## config.mk

```make
export PLATFORM = sky130hd
export DESIGN_NAME = alu_arbiter
export DESIGN_NICKNAME = d
export VERILOG_FILES = /design/src/rtl/alu_pkg.sv /design/src/rtl/alu_arb_grant.sv /design/src/rtl/alu_arbiter.sv
export SDC_FILE = /design/constraint.sdc
export NUM_CORES = 1
export LEC_CHECK = 0
export CAP_MARGIN = 5
export CORE_MARGIN = 5
export CORE_UTILIZATION = 37
export CTS_CLUSTER_SIZE = 12
export DETAILED_ROUTE_END_ITERATION = 12
export PLACE_DENSITY_LB_ADDON = 0.25
export SLEW_MARGIN = 20
export SYNTH_ARGS = -nofsm -noshare
export SYNTH_HDL_FRONTEND = slang
export SYNTH_SLANG_ARGS = --single-unit
```

## constraint.sdc

```tcl
create_clock -name clk -period 2.65 [get_ports clk]
set_input_delay 0.795 -clock clk [delete_from_list [all_inputs] [get_ports clk]]
set_output_delay 0.795 -clock clk [all_outputs]
set_load 0.01 [all_outputs]
```

## src/rtl/alu_pkg.sv

```systemverilog
// Shared types and constants for the two-requester ALU arbiter.
package alu_pkg;

  localparam int XLEN_DEF = 32;
  localparam int OPW_DEF  = 4;

  localparam logic [3:0] ALU_ADD  = 4'd1;
  localparam logic [3:0] ALU_SUB  = 4'd2;
  localparam logic [3:0] ALU_AND  = 4'd3;
  localparam logic [3:0] ALU_OR   = 4'd4;
  localparam logic [3:0] ALU_XOR  = 4'd5;
  localparam logic [3:0] ALU_SLL  = 4'd6;
  localparam logic [3:0] ALU_SRL  = 4'd7;
  localparam logic [3:0] ALU_SRA  = 4'd8;
  localparam logic [3:0] ALU_SLT  = 4'd9;
  localparam logic [3:0] ALU_SLTU = 4'd10;

  typedef enum logic [1:0] {
    IDLE = 2'd0,
    EXEC = 2'd1,
    RESP = 2'd2
  } state_t;

endpackage

```

## src/rtl/alu_arb_grant.sv

```systemverilog
// Two-way grant: a lone requester always wins; on a tie the pointer decides.
module alu_arb_grant (
  input  logic [1:0] valid,
  input  logic       pointer,
  output logic [1:0] grant
);

  always_comb begin
    grant = valid;
    if (&valid) grant = pointer ? 2'b10 : 2'b01;
  end

endmodule

```

## src/rtl/alu_arbiter.sv

```systemverilog
// Shares one external ALU between two requesters (IDLE/EXEC/RESP).
// Define ALU_ARB_ROUND_ROBIN_EN for round-robin; default is fixed priority to 0.
module alu_arbiter
  import alu_pkg::*;
#(
  parameter int XLEN = XLEN_DEF,
  parameter int OPW  = OPW_DEF
) (
  input  logic            clk,
  input  logic            rst,
  input  logic            req0_valid,
  output logic            req0_ready,
  input  logic [OPW-1:0]  req0_op,
  input  logic [XLEN-1:0] req0_a,
  input  logic [XLEN-1:0] req0_b,
  input  logic            req1_valid,
  output logic            req1_ready,
  input  logic [OPW-1:0]  req1_op,
  input  logic [XLEN-1:0] req1_a,
  input  logic [XLEN-1:0] req1_b,
  output logic            rsp0_valid,
  input  logic            rsp0_ready,
  output logic [XLEN-1:0] rsp0_result,
  output logic            rsp0_zero,
  output logic            rsp0_carry,
  output logic            rsp1_valid,
  input  logic            rsp1_ready,
  output logic [XLEN-1:0] rsp1_result,
  output logic            rsp1_zero,
  output logic            rsp1_carry,
  output logic [XLEN-1:0] alu_in_1,
  output logic [XLEN-1:0] alu_in_2,
  output logic [OPW-1:0]  alu_opcode,
  input  logic [XLEN-1:0] alu_out,
  input  logic            alu_zero,
  input  logic            alu_carry
);

  state_t          state;
  state_t          state_nxt;
  logic [OPW-1:0]  op_q;
  logic [XLEN-1:0] a_q;
  logic [XLEN-1:0] b_q;
  logic [XLEN-1:0] res_q;
  logic            zero_q;
  logic            carry_q;
  logic            owner;
  logic            ptr;
  logic [1:0]      grant;
  logic            open;
  logic            accept;
  logic            done;

  alu_arb_grant u_grant (
    .valid   ({req1_valid, req0_valid}),
    .pointer (ptr),
    .grant   (grant)
  );

  assign open       = (state == IDLE) && !rst;
  assign req0_ready = open && grant[0];
  assign req1_ready = open && grant[1];
  assign accept     = open && |grant;
  assign done       = (state == RESP) &&
                      (owner ? rsp1_ready : rsp0_ready);

`ifdef ALU_ARB_ROUND_ROBIN_EN
  // Favour the requester that was not served last.
  always_ff @(posedge clk) begin
    if (rst) ptr <= 1'b0;
    else if (done) ptr <= ~owner;
  end
`else
  assign ptr = 1'b0;
`endif

  always_comb begin
    state_nxt = state;
    unique case (state)
      IDLE:    if (accept) state_nxt = EXEC;
      EXEC:    state_nxt = RESP;
      RESP:    if (done) state_nxt = IDLE;
      default: state_nxt = IDLE;
    endcase
  end

  always_ff @(posedge clk) begin
    if (rst) begin
      state   <= IDLE;
      op_q    <= '0;
      a_q     <= '0;
      b_q     <= '0;
      owner   <= 1'b0;
      res_q   <= '0;
      zero_q  <= 1'b0;
      carry_q <= 1'b0;
    end else begin
      state <= state_nxt;
      if (accept) begin
        owner <= grant[1];
        op_q  <= grant[1] ? req1_op : req0_op;
        a_q   <= grant[1] ? req1_a : req0_a;
        b_q   <= grant[1] ? req1_b : req0_b;
      end
      if (state == EXEC) begin
        res_q   <= alu_out;
        zero_q  <= alu_zero;
        carry_q <= alu_carry;
      end
    end
  end

  assign alu_in_1   = a_q;
  assign alu_in_2   = b_q;
  assign alu_opcode = (state == EXEC) ? op_q : '0;

  assign rsp0_valid  = (state == RESP) && !owner;
  assign rsp1_valid  = (state == RESP) && owner;
  assign rsp0_result = owner ? '0 : res_q;
  assign rsp0_zero   = !owner && zero_q;
  assign rsp0_carry  = !owner && carry_q;
  assign rsp1_result = owner ? res_q : '0;
  assign rsp1_zero   = owner && zero_q;
  assign rsp1_carry  = owner && carry_q;

endmodule

```

==> out/results.env, run 1 <==
WORSTPATHCELLLIST='clkdlybuf4s50_1 > nand2b_4 > nor4_4 > buf_4 > buf_4'
SYNTH_MOST_COMMON_CELL='sky130_fd_sc_hd__dfxtp_1'
DRT-INITIAL-DRC-COUNT=217
NUM-FILL-CELLS=1073
PERIOD_MINUS_SLACK_NS=2.58
MULTI_INPUT_AREA_MM2=0.00260
CRITICAL_PATH_CLASS='input pin to output pin'
POST_SYNTH.CELL_AREA_AVG_UM2=8.87
SYN-INSTANCE-COUNT=558
PLACE.DETAILED.HPWL_UM=13600
SYNTH-SEQ-AREA-SHARE=0.425
INSERTION_DELAY_NS=0.34
PERIOD_SHARE=0.973
TIMING.SETUP.TNS_NS=0
WORST_CLOCK_SKEW_NS=0.0116
FIN_WS_NS=0.0727
WORST_SLEW_MARGIN_REL=0.411
MAXIMUM_CLOCK_FREQUENCY_MHz=388
GP_CONGESTION=0.793
ASYNC_RESET_FF_FRAC=0
GRT_USAGE=0.215
DRT-PASS1-ITER-COUNT=4
LAYOUT.NETS=1016
MAXIMUM_NUMBER_OF_PINS_ON_ONE_NET_BEFORE_GLOBAL_ROUTE_REPAIR=76
LAYOUT_CELLS_SIZED_ABOVE_1=0.0592
TIGHTESTPINTRANSITION_NS=0.883
END_KIND='output pin'
MAXCAPVIOLCOUNT=0
DIEAREA_MM2=0.0158
CRIT_PATH_TOP_DELAY_CELL='sky130_fd_sc_hd__clkdlybuf4s50_1'
CRITICAL_PATH_STARTPOINT_CATEGORY='input pin'
SYN_AREA_MM2=0.00495
LAYOUT-AREA-OVERHEAD-VS-SYNTH_PCT=71.9
ROW_COUNT=42
PEAKVDDDROP_uV=295
NETLIST-CELL-TYPE-COUNT=21
DIE_WIDTH_UM=126
ANT_NETS=0
CTS-ROOT-BUF='sky130_fd_sc_hd__clkbuf_16'
SYNTH_WARNINGS=0
CLOCK_PIN_SLEW_OF_THE_REGISTERS_ON_THE_WORST_CASE_SETUP_AND_HOLD_PATHS_NS=0.07
CTSHOLDBUFFERS=0
INITIAL_CORE_UTIL=0.375
HOLD_VIOLATIONS=0
VIAS=5109
CRITICAL-PATH-MAX-STAGE-DELAY_NS=0.43
POSTCTSSETUPBUFFERS=0
NUMBER_OF_ENABLE_TYPE_REGISTER_CELLS_IN_THE_SYNTHESIZED_NETLIST=0
NUMBER_OF_GLOBAL_ROUTE_VIAS_BEFORE_REPAIR=5128
UNREPAIRED_SETUP_ENDPOINTS_AFTER_GLOBAL_ROUTING='false'
SYNTH.FF_LATCH_COUNT=105
CORE_REGION_AREA_MM2=0.0132
FIRST_PASS_GRT_WIRE_LENGTH_UM=27400
INSERTEDDIODECOUNT=0
MAPPEDNETLISTNETS=734
POWER_PER_CELL_AREA_mW_PER_MM2=506
REPORT.FINAL.SLEW_VIOL_COUNT=0
CP_DATA_REQUIRED_TIME_NS=1.86
SYNTH.CELLS.MOST_FREQUENT='sky130_fd_sc_hd__dfxtp_1 (105), sky130_fd_sc_hd__a21oi_1 (104), sky130_fd_sc_hd__mux2i_1 (69)'
CLOCK_TREE.HTREE_LEVEL_COUNT=3
POST-SYNTH-TOP-AREA-CELL='sky130_fd_sc_hd__dfxtp_1'
CP_COMMON_CELL='sky130_fd_sc_hd__buf_4'
DOMINANT_DELAY_CONTRIBUTOR_BY_CELL_FAMILY_ON_THE_CRITICAL_PATH='buffers and inverters'
CLKSINKCOUNT=105
SYNTH-MAIN-FF-CELL='sky130_fd_sc_hd__dfxtp_1'
SYNTH_TOP_AREA_SHARE=0.425
CRITPATHMAXFANOUT=3
DESIGN.PORTCOUNT=316
CTS_TREE='yes'
DP_SLACK_NS=-0.516
SEQ_CELL_AREA_MM2=0.00210
OUTCOME='complete, no violations'
ROUTED_WIRELENGTH_UM=17900
CHIPHEIGHT_UM=126
PORT_BUFFERS=315
GRT-OVFL-TOTAL=0
VIAS_PER_CELL=5.00
SYNTH.TOP_CELLS.BY_AREA='sky130_fd_sc_hd__dfxtp_1 (42%), sky130_fd_sc_hd__mux2i_1 (14%), sky130_fd_sc_hd__a21oi_1 (11%), sky130_fd_sc_hd__a211oi_1 (8.8%), sky130_fd_sc_hd__nand2_1 (5.2%)'
CRIT_ARRIVAL_NS=1.78
HOLD_PATH.CLASS='flop to flop'
DRC_VIOLATIONS_LEFT=0
CRIT_BUF_INV=3
CLOCK_PATH_BUFFERS=2
WL_PER_CELL_UM=17.5
ANTENNA_VIOLATIONS_BEFORE_REPAIR=0
REPORT.FINAL.SETUP_VIOL=0
TRITONCTS.NUM_BUFFERS=9
LEAKAGEPOWER_nW=3.35
## state kept, by name (all words and copies together), names as in the netlist
register / cells
res_q: 32
owner: 1
alu_in_1: 32
state: 2
carry_q: 1
zero_q: 1
op_q: 4
alu_in_2: 32
## metrics by stage
stage / util / total power, mW / cells / instance area [um^2] / hold WS (ns)
3_5_place_dp: 0.621 / 3.05 / 1005 / 8190 / 0.457
2_1_floorplan: - / 2.36 / 558 / 4950 / 0.440
5_1_grt: 0.645 / 4.53 / 1021 / 8510 / 0.489
6_report: 0.645 / 4.31 / 1021 / 8510 / 0.464
4_1_cts: 0.645 / 4.35 / 1021 / 8500 / 0.467
3_3_place_gp: 0.621 / 3.02 / 1005 / 8190 / 0.449
## power breakdown
part           internal [mW]  switching, mW
Clock                  0.718          0.586
Sequential              1.72         0.0885
Combinational          0.677          0.517
Total                   3.12           1.19
## worst paths after layout
check / startpoint / endpoint / slack (ns) / cells after the start
max reg2reg: state[1]$_SDFFE_PP0P_ / alu_in_2[29]$_SDFFE_PP0P_ / 0.38 / 5
min reg2reg: res_q[2]$_SDFFE_PP0N_ / res_q[2]$_SDFFE_PP0N_ / 0.46 / 2
min: res_q[2]$_SDFFE_PP0N_ / res_q[2]$_SDFFE_PP0N_ / 0.46 / 2
max: req0_valid / req1_ready / 0.07 / 5
## layout make-up
cell class / count / share of cell area
tap: 176 / 0.0259
timing repair buffer: 330 / 0.386
sequential: 105 / 0.247
multi-input combinational: 394 / 0.306
clock inverter: 3 / 0.00279
clock buffer: 13 / 0.0318
## cell usage in the layout, fill, tap and decap left out
master and n:
sky130_fd_sc_hd__and2_2 1, sky130_fd_sc_hd__nor3_4 1, sky130_fd_sc_hd__and3b_1 1, sky130_fd_sc_hd__clkinv_4 1, sky130_fd_sc_hd__buf_4 14, sky130_fd_sc_hd__dlygate4sd2_1 2, sky130_fd_sc_hd__a211oi_1 58, sky130_fd_sc_hd__clkbuf_16 9
sky130_fd_sc_hd__nor4_4 1, sky130_fd_sc_hd__dfxtp_2 2, sky130_fd_sc_hd__buf_6 1, sky130_fd_sc_hd__or2_2 1, sky130_fd_sc_hd__clkbuf_8 3, sky130_fd_sc_hd__dfxtp_1 103, sky130_fd_sc_hd__a211oi_2 10, sky130_fd_sc_hd__nor2b_4 1
sky130_fd_sc_hd__clkdlybuf4s50_1 311, sky130_fd_sc_hd__nand2b_1 1, sky130_fd_sc_hd__clkbuf_1 1, sky130_fd_sc_hd__nand2_1 68, sky130_fd_sc_hd__nor2_1 1, sky130_fd_sc_hd__buf_12 2, sky130_fd_sc_hd__nor2b_1 35, sky130_fd_sc_hd__and2_1 39
sky130_fd_sc_hd__nand3b_1 1, sky130_fd_sc_hd__nand2b_4 1, sky130_fd_sc_hd__clkinvlp_4 2, sky130_fd_sc_hd__a21oi_1 104, sky130_fd_sc_hd__mux2i_1 69, sky130_fd_sc_hd__nor3b_1 1
## worst reg2reg max path, stage by stage, from the launching register on
cell and delay [ns]:
sky130_fd_sc_hd__dfxtp_1 0.43, sky130_fd_sc_hd__nor3_4 0.24, sky130_fd_sc_hd__buf_4 0.63, sky130_fd_sc_hd__and2_2 0.37, sky130_fd_sc_hd__buf_12 0.26, sky130_fd_sc_hd__a211oi_1 0.18
## kinds of logic (layout without fill, tap and decap cells)
kind of cell,Yosys count,count (layout),synth area share
compound gates,172,172,0.218
simple gates,153,153,0.162
buf+inv,59,346,0.0556
mux,69,69,0.140
flops,105,105,0.425
## what timing repair did
action,in CTS,in global routing
resized for setup,8,0
endpoints found under the hold margin,0,0
endpoints found under the setup margin,6,0
## routing by layer
layer	track usage	share of wire	vias up
met3	0.0711	0.093	32
met5	0	0	-
met1	0.237	0.37	2335
met2	0.381	0.51	225
met4	0.0848	0.029	0
li1	-	-	2517
No activity file was read; power rests on OpenSTA's default activity.
==> run 2, diff against run 1 <==
- CTS_CLUSTER_SIZE: 12 -> not set
==> results of run 2 <==
The final DEF is identical to that of run 1; final timing and power are the same.
